--- src/rtl/commutation_controller.sv ---
// BLDC 6-step commutation: hall sync/filter, dead time, direction, faults.
// In: clock reset hall enable direction duty_cycle fault_clear; Out: phase_duty phase_z hall_count fault state.
module commutation_controller #(
  parameter int DUTY_WIDTH    = 8,
  parameter int FILTER_CYCLES = 4,
  parameter int DEAD_CYCLES   = 16,
  parameter int STALL_CYCLES  = 1000000
) (
  input  logic                    clock,
  input  logic                    reset,
  input  logic [2:0]              hall,
  input  logic                    enable,
  input  logic                    direction,
  input  logic [DUTY_WIDTH-1:0]   duty_cycle,
  input  logic                    fault_clear,
  output logic [3*DUTY_WIDTH-1:0] phase_duty,
  output logic [2:0]              phase_z,
  output logic [15:0]             hall_count,
  output logic [1:0]              fault,
  output logic [1:0]              state
);
  localparam int W  = DUTY_WIDTH;
  localparam int FW = $clog2(FILTER_CYCLES + 1);
  localparam int DW = $clog2(DEAD_CYCLES + 1);
  localparam int SW = $clog2(STALL_CYCLES + 1);
  localparam logic [FW-1:0] F_MAX  = FW'(FILTER_CYCLES);
  localparam logic [DW-1:0] D_LAST = DW'(DEAD_CYCLES - 1);
  localparam logic [SW-1:0] S_MAX  = SW'(STALL_CYCLES);

  typedef enum logic [1:0] {
    IDLE  = 2'd0,
    DEAD  = 2'd1,
    DRIVE = 2'd2,
    FAULT = 2'd3
  } state_e;

  logic [2:0]    h1_q, h2_q, cand_q;
  logic [2:0]    hall_f_q, hall_f_d;
  logic [FW-1:0] fcnt_q, fcnt_d;
  logic          hall_chg, hall_vld_q;
  state_e        st_q, st_d;
  logic [DW-1:0] dead_q, dead_d;
  logic [SW-1:0] stall_q, stall_d;
  logic          dir_q, dir_chg;
  logic [1:0]    fault_q, fault_d, fault_set;
  logic [15:0]   cnt_q, cnt_d;
  logic [2:0]    pos_o, pos_n;
  logic [3*W-1:0] pd_q, pd_d;
  logic [2:0]    pz_q, pz_d;
  logic [2:0]    hi, lo;

  // Position in the forward sequence 001,011,010,110,100,101; 7 = invalid.
  function automatic logic [2:0] seq_pos(input logic [2:0] h);
    case (h)
      3'b001:  return 3'd0;
      3'b011:  return 3'd1;
      3'b010:  return 3'd2;
      3'b110:  return 3'd3;
      3'b100:  return 3'd4;
      3'b101:  return 3'd5;
      default: return 3'd7;
    endcase
  endfunction

  function automatic logic [2:0] seq_next(input logic [2:0] p);
    return (p == 3'd5) ? 3'd0 : p + 3'd1;
  endfunction

  // Filter: count consecutive identical synced samples.
  always_comb begin
    fcnt_d = (h2_q == cand_q) ? fcnt_q : '0;
    if (fcnt_d != F_MAX) fcnt_d = fcnt_d + 1'b1;
    hall_f_d = (fcnt_d == F_MAX) ? h2_q : hall_f_q;
    hall_chg = (hall_f_d != hall_f_q);
  end

  always_comb begin
    pos_o = seq_pos(hall_f_q);
    pos_n = seq_pos(hall_f_d);
    cnt_d = cnt_q;
    if (hall_chg && pos_o != 3'd7 && pos_n != 3'd7) begin
      if (pos_n == seq_next(pos_o))      cnt_d = cnt_q + 16'd1;
      else if (pos_o == seq_next(pos_n)) cnt_d = cnt_q - 16'd1;
    end
  end

  always_comb begin
    stall_d = stall_q;
    if (st_q != DRIVE || duty_cycle == '0 || hall_chg) stall_d = '0;
    else if (stall_q != S_MAX) stall_d = stall_q + 1'b1;
  end

  assign dir_chg = (direction != dir_q);

  // hall_vld_q masks the reset value 000 until a real code is filtered in.
  always_comb begin
    fault_set[0] = hall_vld_q && enable &&
                   (hall_f_q == 3'b000 || hall_f_q == 3'b111);
    fault_set[1] = (stall_d == S_MAX);
    fault_d = (st_q == FAULT && fault_clear) ? fault_set
                                              : (fault_q | fault_set);
    st_d   = st_q;
    dead_d = dead_q;
    if (|fault_set) begin
      st_d = FAULT;
    end else if (st_q == FAULT) begin
      if (fault_clear) st_d = IDLE;
    end else if (!enable) begin
      st_d = IDLE;
    end else begin
      unique case (st_q)
        IDLE: begin
          st_d   = DEAD;
          dead_d = '0;
        end
        DEAD: begin
          if (hall_chg)              dead_d = '0;
          else if (dead_q == D_LAST) st_d = DRIVE;
          else                       dead_d = dead_q + 1'b1;
        end
        DRIVE: begin
          if (hall_chg || dir_chg) begin
            st_d   = DEAD;
            dead_d = '0;
          end
        end
        default: st_d = IDLE;
      endcase
    end
  end

  // Table uses dir_q so a direction flip never reverses drive without dead time.
  always_comb begin
    hi = 3'b000;
    lo = 3'b000;
    case (hall_f_q)
      3'b101:  begin hi = 3'b100; lo = 3'b010; end
      3'b100:  begin hi = 3'b100; lo = 3'b001; end
      3'b110:  begin hi = 3'b010; lo = 3'b001; end
      3'b010:  begin hi = 3'b010; lo = 3'b100; end
      3'b011:  begin hi = 3'b001; lo = 3'b100; end
      3'b001:  begin hi = 3'b001; lo = 3'b010; end
      default: begin hi = 3'b000; lo = 3'b000; end
    endcase
    if (dir_q) {hi, lo} = {lo, hi};
    pd_d = '0;
    pz_d = 3'b111;
    if (st_q == DRIVE) begin
      for (int i = 0; i < 3; i++) begin
        if (hi[i]) pd_d[i*W +: W] = duty_cycle;
        pz_d[i] = ~(hi[i] | lo[i]);
      end
    end
  end

  always_ff @(posedge clock or posedge reset) begin
    if (reset) begin
      h1_q       <= '0;
      h2_q       <= '0;
      cand_q     <= '0;
      fcnt_q     <= '0;
      hall_f_q   <= '0;
      hall_vld_q <= 1'b0;
      st_q       <= IDLE;
      dead_q     <= '0;
      stall_q    <= '0;
      dir_q      <= 1'b0;
      fault_q    <= '0;
      cnt_q      <= '0;
      pd_q       <= '0;
      pz_q       <= 3'b111;
    end else begin
      h1_q     <= hall;
      h2_q     <= h1_q;
      cand_q   <= h2_q;
      fcnt_q   <= fcnt_d;
      hall_f_q <= hall_f_d;
      if (hall_chg) hall_vld_q <= 1'b1;
      st_q     <= st_d;
      dead_q   <= dead_d;
      stall_q  <= stall_d;
      dir_q    <= direction;
      fault_q  <= fault_d;
      cnt_q    <= cnt_d;
      pd_q     <= pd_d;
      pz_q     <= pz_d;
    end
  end

  assign phase_duty = pd_q;
  assign phase_z    = pz_q;
  assign hall_count = cnt_q;
  assign fault      = fault_q;
  assign state      = st_q;

endmodule

--- config.mk ---
export PLATFORM = sky130hd
export DESIGN_NAME = commutation_controller
export DESIGN_NICKNAME = d
export VERILOG_FILES = /design/src/rtl/commutation_controller.sv
export SDC_FILE = /design/constraint.sdc
export NUM_CORES = 1
export LEC_CHECK = 0
export ABC_CLOCK_PERIOD_IN_PS = 14150
export BUFFER_PORTS_ARGS = -buffer_cell sky130_fd_sc_hd__buf_2
export CORE_MARGIN = 2
export CORE_UTILIZATION = 64
export CTS_BUF_LIST = sky130_fd_sc_hd__clkbuf_16
export CTS_CLUSTER_SIZE = 16
export DETAILED_ROUTE_END_ITERATION = 16
export GPL_TIMING_DRIVEN = 0
export PLACE_DENSITY = 0.95
export RECOVER_POWER = 25
export SETUP_SLACK_MARGIN = 0.4
export SLEW_MARGIN = 30
export SYNTH_ARGS = -nofsm -noshare
export SYNTH_HDL_FRONTEND = slang
export SYNTH_SLANG_ARGS = --single-unit
--- constraint.sdc ---
create_clock -name clock -period 14.15 [get_ports clock]
set_input_delay 0.7075 -clock clock [delete_from_list [all_inputs] [get_ports clock]]
set_output_delay 0.7075 -clock clock [all_outputs]
set_load 0.03 [all_outputs]
==> reports/metrics.yaml, run 1 <==
postSynthAreaPerCell_um2: 9.479
nNetsFinal: 695
routed_wl_um: 13200
initial_core_util_pct: 66.35
hold_violations: 0
first_pass_iters: 5
gp_congestion: 0.9393
p_per_area_nw_per_um2: 88.02
h-tree-depth: 3
die_area_um2: 9317
grt.busiest_layer: "met2"
cts-root-buf: "clkbuf_16"
die_h_um: 96.53
cp-end-kind: "register"
synth_cell_types: 80
syn_nets: 621
initialDrtViolationCount: 339
fmax_ghz: 0.1549
min_path_type: "reg2reg"
cts_buffers: 9
p_leak_nw: 2.893
cts_tree: "done"
antenna_left: 0
cp_slowest_cell: "o221a_2"
cap_violations: 2
synth_edf_count: 0
setup-violations-final: 0
grt_pass1_wl_um: 21840
setup_ws_ns: 7.694
dp_hpwl_um: 9429
worstSetupPathType: "reg2reg"
die_x_um: 96.53
mostFrequentLayoutCell: "dfrtp_1"
finalCriticalPeriod_ns: 6.456
synthArstFlopShare_pct: 100.0
grtUsageMet3_pct: 5.974
worst_slew_pin_slew_ns: 2.667
multi_input_area_um2: 3030
drcViolationCount: 0
syn2layout_area_growth_pct: 13.50
dp.cells: 746
synth_ff_type: "dfrtp_1"
layout.cells.non_filler: 762
antennaDiodeCount: 0
violations: "capacitance limit, slew limit"
syn_area_um2: 5479
wl_per_cell_um: 17.32
status: "finished with violations"
antenna_found_initial: 0
cts_sinks: 89
cp_num_buf_inv: 4
yosysSeqAreaShare_pct: 40.72
grt_use_met2_pct: 52.08
grt_use_total_pct: 30.39
cts_resized: 0
clockBufferDepth: 2
met1_usage_pct: 36.82
vias_per_cell: 6.260
synth_cells: 578
worstSetupStartpointType: "register"
row_count: 33
grt_max_degree: 50
worstPathCellList: "buf_2 > inv_1 > ha_1 > clkbuf_1 > o21ai_0 > nand2_1 > nor3_1 > ha_1 > o21ai_1 > or3b_2 > o211ai_1 > a2bb2oi_1 > o221a_2 > inv_1 > fa_1 > nor2b_1 > o21a_1 > o21ai_0 > a211oi_1 > nor3_1 > o21a_1 > o311ai_0 > mux2_2"
design.portCount: 63
irDropWorstVdd_uv: 74.98
seqCellArea_um2: 2231
fin_tns_setup_ns: 0
globalRouteOverflowTotal: 0
rsz0062_at_grt: "false"
first_global_vias: 4640
ctsHoldBuffers: 0
via_count: 4770
path_delay_family: "compound AO/OA/AOI/OAI gates"
total_power_mw: 0.5474
port_buffers: 62
max_slew_margin_pct: -77.81
worstPathArrival_ns: 6.74
postCtsSetupRepairBufs: 0
final_cell_mix: "86 x dfrtp_1, 66 x buf_2, 57 x nor2_1, 46 x nand2_1"
clk_latency_ns: 0.34
required_ns: 14.43
ys_seq_elements: 89
layout-drive-gt1-share_pct: 18.72
dpl_worst_slack_ns: 8.168
coreArea_um2: 8258
ys_warn_count: 0
fin_crit_sh_pct: 45.62
maxSlewViolCount: 92
cp_max_fo: 17
fin_worst_skew_ns: 0.008153
clk_pin_slew_ns: 0.07
nFillCells: 580
critPathMaxStageDelay_ns: 0.57
per-layer routing:
layer  vias up  part of all wire, %  wire length (um)
li1       2212                    -                 -
met1      2307                   40              5234
met2       210                   51              6785
met3        41                  6.0               791
met4         0                  2.9               387
met5         -                    0                 0
final timing paths:
check,to,slack [ns],depth (start not counted),start
max,hall_count[14],7.69,23,hall_f_q[1]
min reg2reg,h2_q[0],0.35,0,h1_q[0]
min in group asynchronous,phase_duty[11],0.76,2,reset
max reg2reg,hall_count[14],7.69,23,hall_f_q[1]
min,h2_q[0],0.35,0,h1_q[0]
max in group asynchronous,h2_q[1],10.26,3,reset
final cells by class:
| class | count | share of cell area, % |
|---|---|---|
| inverter | 22 | 1.348 |
| sequential | 89 | 35.88 |
| buffer | 28 | 2.173 |
| clock buffer | 9 | 3.622 |
| clock inverter | 7 | 1.107 |
| tap | 105 | 2.113 |
| multi-input combinational | 439 | 48.73 |
| timing repair buffer | 63 | 5.030 |
where the power goes:
group,switching (mW),internal [mW],total [mW]
clock network,0.111,0.125,0.236
logic,0.0309,0.0168,0.0477
registers,0.00409,0.260,0.264
total,0.146,0.401,0.547
cells by family after synthesis:
family / synth area share, %
flops: 40.72
buf+inv: 3.973
compound gates: 14.78
mux: 6.166
xor+xnor: 6.668
simple gates: 21.40
fa+ha+maj: 6.303
flip-flops by register name, summed over array words and instances (netlist names):
register,cells
cand_q,3
dead_q,5
dir_q,1
fault,2
fcnt_q,3
h1_q,3
h2_q,3
hall_count,16
hall_f_q,3
hall_vld_q,1
phase_duty,24
phase_z,3
stall_q,20
state,2
per-stage QoR:
stage	hold slack [ns]	util [%]	instance area [um2]
3_3_place_gp	0.3358	71.70	5921
4_1_cts	0.3506	75.65	6247
6_report	0.3470	75.30	6218
3_5_place_dp	0.3358	72.09	5953
2_1_floorplan	0.3312	-	5479
5_1_grt	0.3654	75.30	6218
synth_stat cells (3+ instances only):
master | count | area share [%]
clkbuf_1 | 17 | 1.2
nand2b_1 | 4 | 0.46
a211oi_1 | 5 | 0.69
and2_1 | 5 | 0.57
a21o_1 | 5 | 0.69
o21a_1 | 7 | 0.96
nor2_1 | 57 | 3.9
nor3b_1 | 5 | 0.69
and4_1 | 3 | 0.48
ha_1 | 26 | 5.9
nand2_1 | 46 | 3.2
o21ai_0 | 27 | 2.5
mux2i_1 | 12 | 2.2
o211ai_1 | 5 | 0.69
nor2b_1 | 16 | 1.8
or4_1 | 5 | 0.69
or2_2 | 3 | 0.34
nor3_1 | 9 | 0.82
dfrtp_1 | 86 | 39
buf_2 | 5 | 0.46
nor4_1 | 3 | 0.34
inv_1 | 22 | 1.5
o31a_1 | 3 | 0.48
mux2_4 | 7 | 1.9
nand4_1 | 6 | 0.69
xnor2_1 | 28 | 4.5
and3_1 | 12 | 1.4
xor2_1 | 10 | 1.6
nand3_1 | 28 | 2.6
o31ai_1 | 5 | 0.69
mux2_2 | 8 | 1.6
dfstp_2 | 3 | 1.4
or3_1 | 8 | 0.91
nand3b_1 | 4 | 0.55
a21oi_1 | 26 | 2.4
Note: power is estimated with default switching activity, not from simulation.
==> inputs of run 2 (changes only) <==
--- a/config.mk
+++ b/config.mk
@@ -5,15 +5,15 @@
 export SDC_FILE = /design/constraint.sdc
 export NUM_CORES = 1
 export LEC_CHECK = 0
-export ABC_CLOCK_PERIOD_IN_PS = 14150
+export ABC_CLOCK_PERIOD_IN_PS = 5700
 export BUFFER_PORTS_ARGS = -buffer_cell sky130_fd_sc_hd__buf_2
 export CORE_MARGIN = 2
-export CORE_UTILIZATION = 64
+export CORE_UTILIZATION = 53
 export CTS_BUF_LIST = sky130_fd_sc_hd__clkbuf_16
 export CTS_CLUSTER_SIZE = 16
 export DETAILED_ROUTE_END_ITERATION = 16
 export GPL_TIMING_DRIVEN = 0
-export PLACE_DENSITY = 0.95
+export PLACE_DENSITY = 0.87
 export RECOVER_POWER = 25
 export SETUP_SLACK_MARGIN = 0.4
 export SLEW_MARGIN = 30
==> constraint.sdc (replaced) <==
create_clock -name clock -period 5.7 [get_ports clock]
set_input_delay 0.285 -clock clock [delete_from_list [all_inputs] [get_ports clock]]
set_output_delay 0.285 -clock clock [all_outputs]
set_load 0.03 [all_outputs]
==> reports/metrics.yaml, run 2 (synthesized netlist as in run 1, its figures left out) <==
cts_buffers: 9
critPathMaxStageDelay_ns: 0.45
cts_tree: "done"
via_count: 4681
die_x_um: 105.7
mostFrequentLayoutCell: "dfrtp_1"
port_buffers: 62
syn2layout_area_growth_pct: 18.86
max_slew_margin_pct: -146.4
p_per_area_nw_per_um2: 216.5
p_seq_share_pct: 46.5
gp_congestion: 0.9040
required_ns: 5.94
power.internal_mw: 1.045
die_area_um2: 11170
fin_util_pct: 63.94
first_global_vias: 4472
switching_share_pct: 25.90
min_path_type: "in2reg"
routed_wl_um: 12570
antenna_left: 0
violations: "capacitance limit, slew limit"
cp-end-kind: "register"
rsz0062_at_grt: "false"
finalCriticalPeriod_ns: 5.113
cts_sinks: 89
globalRouteOverflowTotal: 0
power.switching_mw: 0.3651
p_comb_share_pct: 9.3
final_cell_mix: "86 x dfrtp_1, 66 x buf_2, 57 x nor2_1, 45 x nand2_1"
worstPathCellList: "buf_6 > inv_1 > ha_1 > buf_2 > nor3b_2 > nand2_1 > nand2_2 > nor3_1 > ha_1 > o21ai_4 > or3b_2 > o211ai_1 > a2bb2oi_2 > o221a_4 > buf_4 > buf_4 > ha_1 > and3_1 > o221ai_4 > a31oi_2 > a41oi_2 > nand2_1 > xnor2_1 > o311ai_2"
cp_slowest_cell: "or3b_2"
vias_per_cell: 5.822
antennaDiodeCount: 0
total_power_mw: 1.410
p_leak_nw: 2.963
drcViolationCount: 0
initial_core_util_pct: 53.80
coreArea_um2: 10180
h-tree-depth: 3
design.portCount: 63
worst_slew_pin_slew_ns: 3.696
worstSetupStartpointType: "register"
fmax_ghz: 0.1956
initialDrtViolationCount: 292
largest_reg_flops: 24
cp_num_buf_inv: 5
cts-root-buf: "clkbuf_16"
nNetsFinal: 706
fin_worst_skew_ns: 0.005649
worstPathArrival_ns: 5.35
clk_pin_slew_ns: 0.07
grt_max_degree: 70
irDropWorstVdd_uv: 143.8
setup-violations-final: 0
clockBufferDepth: 2
cap_violations: 1
clock_power_share_pct: 44.2
path_delay_family: "compound AO/OA/AOI/OAI gates"
grt_use_total_pct: 22.78
die_h_um: 105.7
status: "finished with violations"
hold_violations: 0
cp_max_fo: 10
layout-drive-gt1-share_pct: 23.35
fin_tns_setup_ns: 0
first_pass_iters: 7
dp_hpwl_um: 8794
fin_crit_sh_pct: 89.69
antenna_found_initial: 0
cpMostUsedCell: "ha_1"
maxSlewViolCount: 70
worstSetupPathType: "reg2reg"
row_count: 37
wl_per_cell_um: 15.63
clk_latency_ns: 0.34
grt_pass1_wl_um: 20780
==> run 2: metrics by stage <==
| stage | hold slack [ns] | cell area [um2] | worst slack, ns | instances |
|---|---|---|---|---|
| CTS | 0.03574 | 6390 | 0.4050 | 796 |
| global route | 0.03297 | 6513 | 0.2296 | 804 |
| detailed placement | 0.2345 | 5992 | -0.1259 | 777 |
| finish | 0.04658 | 6513 | 0.5874 | 804 |
| global placement | 0.3340 | 5959 | -0.02782 | 776 |
| floorplan | 0.3164 | 5479 | 0.7581 | 578 |
==> run 2: final timing paths <==
kind                        startpoint        endpoint  slack, ns  cells after the start
max                        hall_f_q[1]  hall_count[15]       0.59                     24
min                            hall[2]         h1_q[2]       0.05                      1
max reg2reg                hall_f_q[1]  hall_count[15]       0.59                     24
min reg2reg                    h1_q[2]         h2_q[2]       0.35                      0
max in group asynchronous        reset         h1_q[1]       1.14                      4
min in group asynchronous        reset  phase_duty[13]       0.63                      3
==> run 2: worst register-to-register path: stages (launching register included) <==
cell,delay [ns]
dfrtp_1,0.41
buf_6,0.15
inv_1,0.10
ha_1,0.19
buf_2,0.18
nor3b_2,0.22
nand2_1,0.13
nand2_2,0.13
nor3_1,0.06
ha_1,0.43
o21ai_4,0.13
or3b_2,0.45
o211ai_1,0.13
a2bb2oi_2,0.14
o221a_4,0.31
buf_4,0.15
buf_4,0.15
ha_1,0.36
and3_1,0.24
o221ai_4,0.13
a31oi_2,0.22
a41oi_2,0.17
nand2_1,0.11
xnor2_1,0.07
o311ai_2,0.26
==> run 2: final cells by class <==
class	count	area, um2
inverter	22	83.83
multi-input combinational	440	3186
timing repair buffer	73	390.4
tap	136	170.2
buffer	28	142.6
fill	843	3672
clock buffer	9	225.2
sequential	89	2231
clock inverter	7	83.83
==> run 2: power by group through the flow <==
stage	clock network (mW)	registers, mW	logic (mW)
2_1_floorplan	0	0.671	0.0783
3_3_place_gp	0	0.666	0.111
3_5_place_dp	0	0.667	0.119
4_1_cts	0.635	0.655	0.124
5_1_grt	0.663	0.656	0.146
6_report	0.623	0.655	0.132
==> run 2: routing by layer <==
metal | share of wire (%) | up-vias | track usage (%)
li1 | - | 2255 | -
met1 | 44 | 2271 | 29.68
met2 | 50 | 138 | 38.16
met4 | 1.4 | 0 | 7.425
met5 | 0 | - | 0
met3 | 4.6 | 17 | 4.576
==> run 2: repair_timing <==
action / 4_1_cts / 5_1_grt
pin swaps: 1 / 8
resized for setup: 12 / 25
hold buffers: 1 / 0
hold endpoints to repair: 17 / 0
gates cloned: 0 / 1
endpoints found under the setup margin: 8 / 9
buffers inserted: 2 / 7
==> inputs of run 3 (changes only) <==
--- a/config.mk
+++ b/config.mk
@@ -13,7 +13,7 @@
 export CTS_CLUSTER_SIZE = 16
 export DETAILED_ROUTE_END_ITERATION = 16
 export GPL_TIMING_DRIVEN = 0
-export PLACE_DENSITY = 0.87
+export PLACE_DENSITY = 0.75
 export RECOVER_POWER = 25
 export SETUP_SLACK_MARGIN = 0.4
 export SLEW_MARGIN = 30
==> reports/metrics.yaml, run 3 (synthesized netlist as in run 1, its figures left out) <==
worstPathArrival_ns: 5.30
row_count: 37
cts_buffers: 9
worstPathCellList: "buf_6 > inv_1 > ha_1 > clkbuf_2 > nor3b_2 > nand2_1 > nand2_1 > nor3_1 > ha_1 > o21ai_4 > or3b_2 > o211ai_1 > a2bb2oi_2 > o221a_4 > ha_2 > or4_1 > o221ai_2 > a31oi_2 > a41oi_2 > nand2_1 > xnor2_1 > o311ai_2"
reg2reg_depth: 22
final_cell_mix: "86 x dfrtp_1, 65 x buf_2, 57 x nor2_1, 46 x nand2_1"
antenna_left: 0
worstSetupStartpointType: "register"
cp-end-kind: "register"
fin_area_um2: 6437
port_buffers: 62
switching_share_pct: 26.17
die_area_um2: 11170
fin_crit_sh_pct: 88.76
nNetsFinal: 702
antenna_found_initial: 0
max_slew_margin_pct: -98.75
dp_hpwl_um: 8508
routed_wl_um: 12140
mostFrequentLayoutCell: "dfrtp_1"
placedInstanceArea_um2: 5992
status: "finished with violations"
initialDrtViolationCount: 213
grt_pass1_wl_um: 20400
r2r_start: "hall_f_q[1]"
via_count: 4556
finalCriticalPeriod_ns: 5.059
dp.cells: 777
cts_sinks: 89
antennaDiodeCount: 0
p_per_area_nw_per_um2: 208.9
wl_per_cell_um: 15.17
die_h_um: 105.7
hold_violations: 0
min_path_type: "in2reg"
power.internal_mw: 0.9927
cts_tree: "done"
fin_util_pct: 63.21
clk_latency_ns: 0.34
hold_path_depth: 1
gp_congestion: 0.9127
critPathMaxStageDelay_ns: 0.58
cp_max_fo: 10
cp_slowest_cell: "or4_1"
globalRouteOverflowTotal: 0
irDropWorstVdd_uv: 181.8
layout.cells.non_filler: 800
largest_reg_flops: 24
min_from: "hall[2]"
cpMostUsedCell: "nand2_1"
rrSetupSlack_ns: 0.64
p_comb_share_pct: 9.5
cp_num_buf_inv: 3
clock_power_share_pct: 41.8
rr_endpoint: "hall_count[15]"
power.switching_mw: 0.3520
worstSetupPathType: "reg2reg"
coreArea_um2: 10180
clockBufferDepth: 2
cap_violations: 1
maxSlewViolCount: 56
path_delay_family: "simple AND/OR/NAND/NOR gates"
setup-violations-final: 0
syn2layout_area_growth_pct: 17.49
p_leak_nw: 2.931
fin_tns_setup_ns: 0
grt_use_total_pct: 22.25
cts-root-buf: "clkbuf_16"
initial_core_util_pct: 53.80
fmax_ghz: 0.1977
rsz0062_at_grt: "false"
worst_slew_pin_slew_ns: 2.981
min_to: "h1_q[2]"
drcViolationCount: 0
grt_max_degree: 56
vias_per_cell: 5.695
design.portCount: 63
first_pass_iters: 5
die_x_um: 105.7
clk_pin_slew_ns: 0.07
first_global_vias: 4439
violations: "capacitance limit, slew limit"
h-tree-depth: 3
fin_worst_skew_ns: 0.008051
layout-drive-gt1-share_pct: 22.29
p_seq_share_pct: 48.7
required_ns: 5.94
-- run 3: cell count changes in the layout (fill, tap and decap cells not counted), sizes merged --
cell      delta
clkinv       +1
clkinvlp     +1
clkbuf       +1
buf          -5
inv          -1
bufinv       -1
-- run 3: worst max-delay path by stage --
stage                                 to  slack, ns  cells past startpoint   startpoint
after CTS                 hall_count[14]       0.41                     21      h2_q[0]
after global routing      hall_count[14]       0.40                     21      h2_q[1]
after detailed placement  hall_count[14]      -0.15                     22  hall_f_q[1]
final                     hall_count[15]       0.64                     22  hall_f_q[1]
after global placement    hall_count[14]      -0.16                     24  hall_f_q[1]
after floorplan           hall_count[15]       0.76                     22  hall_f_q[1]
-- run 3: layer usage --
layer	track usage [%]	routed length, um	vias up
met5	0	0	-
met3	3.525	501	14
met1	30.18	5591	2206
met2	37.10	5913	115
met4	6.203	132	0
li1	-	-	2221
-- run 3: through the flow --
stage / hold slack [ns] / worst slack, ns / total power, mW
2_1_floorplan: 0.3164 / 0.7581 / 0.7495
5_1_grt: 0.04140 / 0.3959 / 1.400
6_report: 0.05228 / 0.6408 / 1.345
3_3_place_gp: 0.3316 / -0.1591 / 0.7783
3_5_place_dp: 0.2850 / -0.1489 / 0.7853
4_1_cts: 0.03664 / 0.4125 / 1.352
-- run 3: cell type report --
type / count / area, um2
Clock inverter: 7 / 53.80
Tap cell: 136 / 170.2
Buffer: 28 / 142.6
Timing Repair Buffer: 69 / 360.3
Sequential cell: 89 / 2231
Clock buffer: 9 / 225.2
Multi-Input combinational cell: 440 / 3171
Inverter: 22 / 83.83
Fill cell: 876 / 3747
-- run 3: timing repair --
| action | 4_1_cts | 5_1_grt |
|---|---|---|
| pin swaps | 1 | 6 |
| hold buffers | 1 | 0 |
| gates resized for setup | 9 | 22 |
| hold endpoints to repair | 31 | 0 |
| setup endpoints to repair | 9 | 6 |
| setup buffers | 3 | 2 |
| cloned | 0 | 1 |
-- run 3: power by group through the flow --
stage	Combinational [mW]	Clock, mW	Sequential, mW
final	0.127	0.563	0.655
after global routing	0.141	0.603	0.656
after CTS	0.123	0.574	0.655
after detailed placement	0.119	0	0.667
after global placement	0.113	0	0.666
after floorplan	0.0783	0	0.671
